==> src/rtl/wb_trace_buffer_if.sv <==
// Trace read port between wb_trace_buffer and its consumer.
// Ports:
//   rdValid - head entry present (driven by buffer)
//   rdReady - consumer accepts the head entry this cycle
//   rdStamp - head entry cycle stamp
//   rdDest  - head entry destination register
//   rdData  - head entry register data
interface wb_trace_buffer_if #(
    parameter int DATA_W  = 32,
    parameter int CYCLE_W = 16
);
    logic               rdValid;
    logic               rdReady;
    logic [CYCLE_W-1:0] rdStamp;
    logic [4:0]         rdDest;
    logic [DATA_W-1:0]  rdData;

    modport master (output rdValid, rdStamp, rdDest, rdData, input rdReady);
    modport slave  (input rdValid, rdStamp, rdDest, rdData, output rdReady);
endinterface

==> src/rtl/wb_trace_buffer.sv <==
// Writeback-stage trace capture. Taps WB register writes of the pipeline and
// records {cycle stamp, dest, data} into a first-word-fall-through FIFO that
// is drained over the rd interface.
// Ports:
//   clk, rst          - clock, synchronous active-high reset
//   pc, trigPc        - fetch PC and trigger PC compared while ARMED
//   wwreg, wm2reg     - WB write enable, WB data select (1 = wdo, 0 = wr)
//   wdestReg, wr, wdo - WB destination, ALU result, memory data
//   arm, stop, trigEn - capture control
//   rd                - trace read port (valid/ready)
//   state, full       - FSM state (0 IDLE,1 ARMED,2 CAPTURE,3 DONE), FIFO full
//   commitCnt, ovfCnt - saturating commit and lost-entry counters
module wb_trace_buffer #(
    parameter int DATA_W    = 32,
    parameter int DEPTH     = 16,
    parameter int CYCLE_W   = 16,
    parameter int CNT_W     = 16,
    parameter int WRAP_MODE = 0,
    parameter int SKIP_R0   = 1
) (
    input  logic                clk,
    input  logic                rst,
    input  logic [31:0]         pc,
    input  logic                wwreg,
    input  logic                wm2reg,
    input  logic [4:0]          wdestReg,
    input  logic [DATA_W-1:0]   wr,
    input  logic [DATA_W-1:0]   wdo,
    input  logic                arm,
    input  logic                stop,
    input  logic                trigEn,
    input  logic [31:0]         trigPc,
    wb_trace_buffer_if.master   rd,
    output logic [1:0]          state,
    output logic                full,
    output logic [CNT_W-1:0]    commitCnt,
    output logic [CNT_W-1:0]    ovfCnt
);
    localparam int AW      = $clog2(DEPTH);
    localparam int ENTRY_W = CYCLE_W + 5 + DATA_W;
    localparam logic [AW:0] FULL_CNT = (AW+1)'(DEPTH);

    typedef enum logic [1:0] {
        S_IDLE    = 2'd0,
        S_ARMED   = 2'd1,
        S_CAPTURE = 2'd2,
        S_DONE    = 2'd3
    } state_t;

    state_t               state_q, state_d;
    logic [CYCLE_W-1:0]   cyc_q;
    logic [ENTRY_W-1:0]   mem [DEPTH];
    logic [AW-1:0]        wr_ptr_q, rd_ptr_q;
    logic [AW:0]          count_q, count_d;
    logic [CNT_W-1:0]     commit_q, ovf_q;

    logic                 arm_ok, wr_ev, cap, pop, is_full;
    logic                 push_ok, overflow, wrap_adv;
    logic [DATA_W-1:0]    wdata;
    logic [ENTRY_W-1:0]   head;

    assign wdata   = wm2reg ? wdo : wr;
    assign wr_ev   = wwreg && !((SKIP_R0 != 0) && (wdestReg == 5'd0));
    assign cap     = (state_q == S_CAPTURE) && wr_ev;
    assign is_full = (count_q == FULL_CNT);
    assign pop     = rd.rdReady && (count_q != '0);

    // Stop overrides everything, including an arm in the same cycle.
    always_comb begin
        state_d = state_q;
        arm_ok  = 1'b0;
        if (stop) begin
            state_d = S_DONE;
        end else begin
            case (state_q)
                S_IDLE, S_DONE: if (arm) begin
                    state_d = S_ARMED;
                    arm_ok  = 1'b1;
                end
                S_ARMED:   if (!trigEn || (pc == trigPc)) state_d = S_CAPTURE;
                S_CAPTURE: if ((WRAP_MODE == 0) && is_full) state_d = S_DONE;
                default:   state_d = S_IDLE;
            endcase
        end
    end

    // Full without a pop: stop mode drops the write; wrap mode overwrites
    // the head slot (wr_ptr == rd_ptr) and advances both pointers.
    always_comb begin
        push_ok  = 1'b0;
        overflow = 1'b0;
        wrap_adv = 1'b0;
        if (cap) begin
            if (!is_full || pop) begin
                push_ok = 1'b1;
            end else begin
                overflow = 1'b1;
                if (WRAP_MODE != 0) begin
                    push_ok  = 1'b1;
                    wrap_adv = 1'b1;
                end
            end
        end
        count_d = count_q;
        if (push_ok && !wrap_adv) count_d = count_d + 1'b1;
        if (pop)                  count_d = count_d - 1'b1;
    end

    always_ff @(posedge clk) begin
        if (rst) begin
            state_q  <= S_IDLE;
            cyc_q    <= '0;
            wr_ptr_q <= '0;
            rd_ptr_q <= '0;
            count_q  <= '0;
            commit_q <= '0;
            ovf_q    <= '0;
        end else begin
            state_q <= state_d;
            cyc_q   <= cyc_q + 1'b1;
            if (arm_ok) begin
                wr_ptr_q <= '0;
                rd_ptr_q <= '0;
                count_q  <= '0;
                commit_q <= '0;
                ovf_q    <= '0;
            end else begin
                count_q <= count_d;
                if (push_ok)          wr_ptr_q <= wr_ptr_q + 1'b1;
                if (pop || wrap_adv)  rd_ptr_q <= rd_ptr_q + 1'b1;
                if (cap && (commit_q != '1))      commit_q <= commit_q + 1'b1;
                if (overflow && (ovf_q != '1))    ovf_q    <= ovf_q + 1'b1;
            end
        end
    end

    always_ff @(posedge clk) begin
        if (!rst && !arm_ok && push_ok) mem[wr_ptr_q] <= {cyc_q, wdestReg, wdata};
    end

    assign head       = mem[rd_ptr_q];
    assign rd.rdValid = (count_q != '0);
    assign rd.rdStamp = rd.rdValid ? head[ENTRY_W-1 -: CYCLE_W] : '0;
    assign rd.rdDest  = rd.rdValid ? head[DATA_W +: 5]          : '0;
    assign rd.rdData  = rd.rdValid ? head[DATA_W-1:0]           : '0;

    assign state     = state_q;
    assign full      = is_full;
    assign commitCnt = commit_q;
    assign ovfCnt    = ovf_q;
endmodule

==> src/flat_wrapper.sv <==
// flat-port wrapper written by rule: the top's interface ports become plain ports
module wb_trace_buffer_flat 
#(
    parameter int DATA_W    = 32,
    parameter int DEPTH     = 16,
    parameter int CYCLE_W   = 16,
    parameter int CNT_W     = 16,
    parameter int WRAP_MODE = 0,
    parameter int SKIP_R0   = 1
)
  (clk, rst, pc, wwreg, wm2reg, wdestReg, wr, wdo, arm, stop, trigEn, trigPc, state, full, commitCnt, ovfCnt, rd_rdValid, rd_rdStamp, rd_rdDest, rd_rdData, rd_rdReady);
  wb_trace_buffer_if #(.DATA_W(DATA_W), .CYCLE_W(CYCLE_W)) rd_i ();
  input  logic clk;
  input  logic rst;
  input  logic [31:0] pc;
  input  logic wwreg;
  input  logic wm2reg;
  input  logic [4:0] wdestReg;
  input  logic [DATA_W-1:0] wr;
  input  logic [DATA_W-1:0] wdo;
  input  logic arm;
  input  logic stop;
  input  logic trigEn;
  input  logic [31:0] trigPc;
  output logic [1:0] state;
  output logic full;
  output logic [CNT_W-1:0] commitCnt;
  output logic [CNT_W-1:0] ovfCnt;
  output wire logic [$bits(rd_i.rdValid)-1:0] rd_rdValid;
  output wire logic [$bits(rd_i.rdStamp)-1:0] rd_rdStamp;
  output wire logic [$bits(rd_i.rdDest)-1:0] rd_rdDest;
  output wire logic [$bits(rd_i.rdData)-1:0] rd_rdData;
  input wire logic [$bits(rd_i.rdReady)-1:0] rd_rdReady;
  assign rd_rdValid = rd_i.rdValid;
  assign rd_rdStamp = rd_i.rdStamp;
  assign rd_rdDest = rd_i.rdDest;
  assign rd_rdData = rd_i.rdData;
  assign rd_i.rdReady = rd_rdReady;
  wb_trace_buffer #(.DATA_W(DATA_W), .DEPTH(DEPTH), .CYCLE_W(CYCLE_W), .CNT_W(CNT_W), .WRAP_MODE(WRAP_MODE), .SKIP_R0(SKIP_R0)) u_core (.clk(clk), .rst(rst), .pc(pc), .wwreg(wwreg), .wm2reg(wm2reg), .wdestReg(wdestReg), .wr(wr), .wdo(wdo), .arm(arm), .stop(stop), .trigEn(trigEn), .trigPc(trigPc), .rd(rd_i), .state(state), .full(full), .commitCnt(commitCnt), .ovfCnt(ovfCnt));
endmodule
==> config.mk <==
export PLATFORM = sky130hd
export DESIGN_NAME = wb_trace_buffer_flat
export DESIGN_NICKNAME = d
export VERILOG_FILES = /design/src/rtl/wb_trace_buffer_if.sv /design/src/rtl/wb_trace_buffer.sv /design/src/flat_wrapper.sv
export SDC_FILE = /design/constraint.sdc
export NUM_CORES = 1
export LEC_CHECK = 0
export ABC_AREA = 1
export BUFFER_PORTS_ARGS = -buffer_cell sky130_fd_sc_hd__buf_2
export CAP_MARGIN = 0
export CORE_ASPECT_RATIO = 0.75
export CORE_MARGIN = 3
export CORE_UTILIZATION = 43
export CTS_CLUSTER_DIAMETER = 40
export DETAILED_ROUTE_END_ITERATION = 8
export PLACE_DENSITY = 0.69
export SYNTH_ARGS = -nofsm -noshare
export SYNTH_HDL_FRONTEND = slang
export SYNTH_SLANG_ARGS = --single-unit
==> constraint.sdc <==
create_clock -name clk -period 3.86 [get_ports clk]
set_clock_uncertainty 0.15 [all_clocks]
set_input_delay 0.193 -clock clk [delete_from_list [all_inputs] [get_ports clk]]
set_output_delay 0.193 -clock clk [all_outputs]
set_load 0.01 [all_outputs]
# [Yosys cells after proc, flatten, opt, wreduce, memory -nomap -nowiden]
# Memories as Yosys holds them, arrays and structs flattened. A register that Yosys moved wholly into a read port is not among the register bits.
# Index checks and enable logic that the tools add are counted.
[word_totals] register_bits=63 latchBits=0 n_memories=1 out_inout_bits=89 wordCells=67 mem_bits_ro=0 ram_bits=848
[memory_table] memory="u_core.mem" words=16 width=53 read_ports=1 rd_ports_with_merged_regs=1 write_ports=1 line_no="wb_trace_buffer.sv:52" rtl="logic [ENTRY_W-1:0] mem [DEPTH];"
[op_classes] n_lt_le_gt_ge=0 mul=0 eq_ne=10 div_mod_pow=0 mux=22 n_addsub=7 reduce_logical=20 shifts=0 n_bitwise=0
[op_table] cell="$mux W32" count=2
[op_table] cell="$add A16 B1 Y16 const B" count=3
[op_table] cell="$eq A32 B32 Y1" count=1
[op_table] cell="$ne A16 B16 Y1 const B" count=2
[op_table] cell="$mux W16" count=1
[op_table] cell="$mux W5" count=3
[op_table] cell="$mux W1" count=9
[op_table] cell="$add A4 B1 Y4 const B" count=2
[op_table] cell="$mux W2" count=4
[op_table] cell="$mux W4" count=2
[op_table] cell="$logic_and A1 B1 Y1" count=7
[op_table] cell="$ne A3 B2 Y1 const B" count=2
[op_table] cell="$pmux W2 S3" count=1
[op_table] cell="$add A5 B1 Y5 const B" count=1
[op_table] cell="$eq A5 B5 Y1 const B" count=1
[op_table] cell="$logic_not A1 Y1" count=5
[op_table] cell="$logic_not A5 Y1" count=1
[op_table] cell="$reduce_bool A5 Y1" count=1
[op_table] cell="$sub A5 B1 Y5 const B" count=1
[op_table] cell="$eq A2 B2 Y1 const B" count=2
[op_table] cell="$reduce_or A2 Y1" count=2
[op_table] cell="$ne A3 B3 Y1 const B" count=1
[op_table] cell="$reduce_and A3 Y1" count=1
[op_table] cell="$eq A2 B1 Y1 const B" count=1
[op_table] cell="2 further kinds" count=3

# [Depth between registers and ports, before layout]
[depth] word_depth=9 mapped_depth=16 ltp_nobuf=16

# [Worst setup path before layout]
# No wires, ideal clock.
[synth_path] path_type="register to register" from="reg u_core.state_q[0], in the netlist u_core.state[0]" to="mem u_core.mem[11][0] (netlist bit), enable pin" arrival_time_ns=3.580 slack_ns=-0.334 period_less_slack_ns=4.194 stages_incl_launch_ff=8 n_path_buf=0 setup_time_ns=0.464 t_required_ns=3.246 cell_sequence="dfxtp_1 inv_1 ha_1 inv_1 nor2_1 a21oi_2 nand3_1 nor2_1"
[synth_via] elab_chain_len=9
[synth_lines] element="start: declaration" line_no="wb_trace_buffer.sv:50" rtl="state_t state_q, state_d;"
[synth_lines] element="start signal: assignment" line_no="wb_trace_buffer.sv:119" rtl="state_q <= state_d;"
[synth_lines] element="$eq A2 B2 Y1 / $logic_not A2 Y1 (equally long branches)" line_no="wb_trace_buffer.sv:75" rtl="case (state_q)"
[synth_lines] element="$reduce_or A2 Y1" line_no="wb_trace_buffer.sv:75"
[synth_lines] element="$mux W1" line_no="wb_trace_buffer.sv:75"
[synth_lines] element="$mux W1" line_no="wb_trace_buffer.sv:72" rtl="if (stop) begin"
[synth_lines] element="$logic_not A1 Y1" line_no="wb_trace_buffer.sv:138" rtl="if (!rst && !arm_ok && push_ok) mem[wr_ptr_q] <= {cyc_q, wdestReg, wdata};"
[synth_lines] element="$logic_and A1 B1 Y1" line_no="wb_trace_buffer.sv:138"
[synth_lines] element="$logic_and A1 B1 Y1 *" line_no="wb_trace_buffer.sv:138"
[synth_lines] element="$mux W1 *" line_no="wb_trace_buffer.sv:138"
[synth_lines] element="$mux W1 (implied by the code) *" line_no="wb_trace_buffer.sv:138"
[synth_lines] element="end: declaration" line_no="wb_trace_buffer.sv:52"
# Mark *: on every way between the ends. The rest lies on a longest branch, timed or not.

==> results.cfg <==
[status]
outcome = complete, no violations

[finish]
stdcell_count = 4403
area_growth_pct = 17.9
fin_nets = 3345
final_layout_size_suffix_gt1_share_pct = 16.2
layout_common_cells = edfxtp_1, nor2_1, o21ai_0
layout_commonest_cell = edfxtp_1
fin_area_mm2 = 0.0438

[detailed_routing]
drt_pass1_iterations = 6
drt-initial-drc-count = 2722
drc = 0
finalWirelength_mm = 93.3
wl_per_cell_um = 21.2
via_per_inst = 5.66
ant_nets = 0
num_vias = 24900

[cts]
cts-root-buf = clkbuf_16
hold_buffers = 70
htree_num_levels = 3
cts_tree = done
insertion_delay_ns = 0.65
clk_pin_slew_ns = 0.06
numCtsBuffers = 100
cts_setup_buffers = 0
clock-sinks = 915
cts_resized = 0
clk_path_buf_depth = 3

[floorplan]
start_util_pct = 43.8
std_cell_rows = 92
die_y_um = 261
io_pins = 230
die-area_mm2 = 0.0901
die_w_um = 346
core_area_mm2 = 0.0848

[logic_synthesis]
netlist_area_mm2 = 0.0372
yosysSeqAreaShare_pct = 72.1
synth_edf_count = 848
post_synth.cell_area_avg_um2 = 12.7
ys_warn_count = 0
yosys-top-cells-area = edfxtp_1, o21ai_0, nor2_1
synth_area_leader_cell = edfxtp_1
syn-instance-count = 2922
ys_ff_latch = 915
syn-num-nets = 3076
ys.flop_type = edfxtp_1
yosysUniqueCellTypes = 45
async_reset_ff_share_pct = 0
synth.top_cell.area_share_pct = 68.5

[setup_path]
max_stage_delay_ns = 0.72
crit_type = flip-flop to output port
crit_path_end_kind = output port
worstPathMaxFanout = 91
critPathArrivalTime_ns = 3.21
crit_required_ns = 3.52
path_buf_inv = 2
cpMaxStageDelayCell = dfxtp_4
cp-start-kind = flip-flop
path_delay_family = compound AO/OA/AOI/OAI gates
path_cells = buf_12 > o21ai_0 > o22ai_1 > o211ai_1 > a21oi_1 > buf_2

[grt]
grt_overflow = 0
antenna_found_initial = 4
grt_pass1_wl_mm = 142
grtUsageTotal_pct = 20.1
grt_max_degree = 179
grt_pass1_vias = 23600

[timing]
maxSlewHeadroom_pct = 44.5
setup_viol = 0
worst_pin_slew_ns = 0.832
maxSlewViolCount = 0
period_needed_ns = 3.55
tns_ns = 0
min_period_over_period_pct = 91.9
fmax_mhz = 282
rsz0062_at_grt = false
hold_viol = 0

[power]
power_per_cell_area_mw_per_mm2 = 640
p_leak_nw = 14.6
ir_worst_vdd_mv = 0.725

[run]
maxCapViolations = 0

[place]
gp_congestion = 0.817
place_area_mm2 = 0.0396
dpl.hpwl_mm = 50.9
port-buffer-count = 229
place_inst = 4147

[worst_hold_path]
hold_path_class = input port to flip-flop
==> state kept, by name, summed over array words and instances (netlist names), named ones only <==
name,count
u_core.commitCnt,16
u_core.count_q,5
u_core.cyc_q,16
u_core.mem,848
u_core.ovfCnt,16
u_core.rd_ptr_q,4
u_core.state,2
u_core.wr_ptr_q,4
==> cell usage after synthesis, types with 3 or more instances <==
| cell | count |
|---|---|
| a21oi_1 | 91 |
| buf_1 | 3 |
| buf_2 | 55 |
| buf_4 | 25 |
| buf_6 | 4 |
| clkbuf_1 | 95 |
| clkbuf_2 | 8 |
| dfxtp_1 | 67 |
| edfxtp_1 | 848 |
| ha_1 | 13 |
| inv_1 | 93 |
| inv_2 | 7 |
| mux2_2 | 32 |
| nand2_1 | 168 |
| nand2_2 | 4 |
| nand3_1 | 79 |
| nand4_1 | 12 |
| nor2_1 | 518 |
| nor2_2 | 3 |
| nor2_4 | 3 |
| nor3_1 | 13 |
| nor4_1 | 3 |
| o211ai_1 | 60 |
| o21a_1 | 3 |
| o21ai_0 | 395 |
| o21ai_1 | 55 |
| o221ai_1 | 153 |
| o22ai_1 | 59 |
| xnor2_1 | 23 |
| xor2_1 | 10 |
==> power breakdown <==
group	switching (mW)	internal [mW]	leakage, nW
clock	3.99	6.00	1.70
combinational	4.84	2.13	4.70
sequential	0.157	10.9	8.24
==> layer usage <==
metal / part of all wire, % / GRT usage [%] / vias up
met4: 2.1 / 5.48 / 2
met1: 44 / 29.5 / 12300
met3: 7.8 / 3.35 / 147
met5: 0.0096 / 0 / -
li1: - / - / 11500
met2: 46 / 31.2 / 1065
==> final cells by class <==
class / count / area, um2
Fill cell: 7067 / 41000
Sequential cell: 915 / 26800
Multi-Input combinational cell: 1714 / 9180
Clock buffer: 114 / 2620
Timing Repair Buffer: 357 / 2510
Tap cell: 1128 / 1410
Clock inverter: 69 / 866
Inverter: 103 / 409
Antenna cell: 3 / 7.51
==> through the flow <==
step                hold WS, ns  utilization, %  setup WS (ns)  total power, mW
global placement          0.317            46.7          0.817             18.1
finish                   0.0431            51.7          0.312             28.0
floorplan                 0.142               -         -0.334             15.8
CTS                     0.00272            51.6          0.319             28.3
detailed placement        0.313            46.7          0.750             18.2
global route             0.0444            51.7          0.187             29.4
==> logic make-up after synthesis <==
kind of cell,share of synthesized area [%]
flip-flops,72.1
AO/OA/AOI/OAI,13.3
AND/OR/NAND/NOR,8.89
buffers and inverters,3.52
XOR/XNOR,0.777
multiplexers,0.969
adder cells (fa/ha/maj),0.438
==> worst register-to-register path: cells and delay by family (launching register included) <==
family,cells,cell delay [ns]
DFF,1,0.38
buffers and inverters,2,0.39
and+or+nand+nor,5,1.58
adders and majority gates,1,0.19
==> final timing paths <==
| check | start | end | slack, ns | cells after the start |
|---|---|---|---|---|
| max | flip-flop | rd_rdData[30] | 0.31 | 6 |
| min | wr[17] | u_core.mem[14][17] | 0.04 | 2 |
| max reg2reg | u_core.state[1] | u_core.mem[10][49] | 0.83 | 8 |
| min reg2reg | u_core.rd_ptr_q[2] | flip-flop | 0.32 | 2 |
No activity file was read; power rests on OpenSTA's default activity.
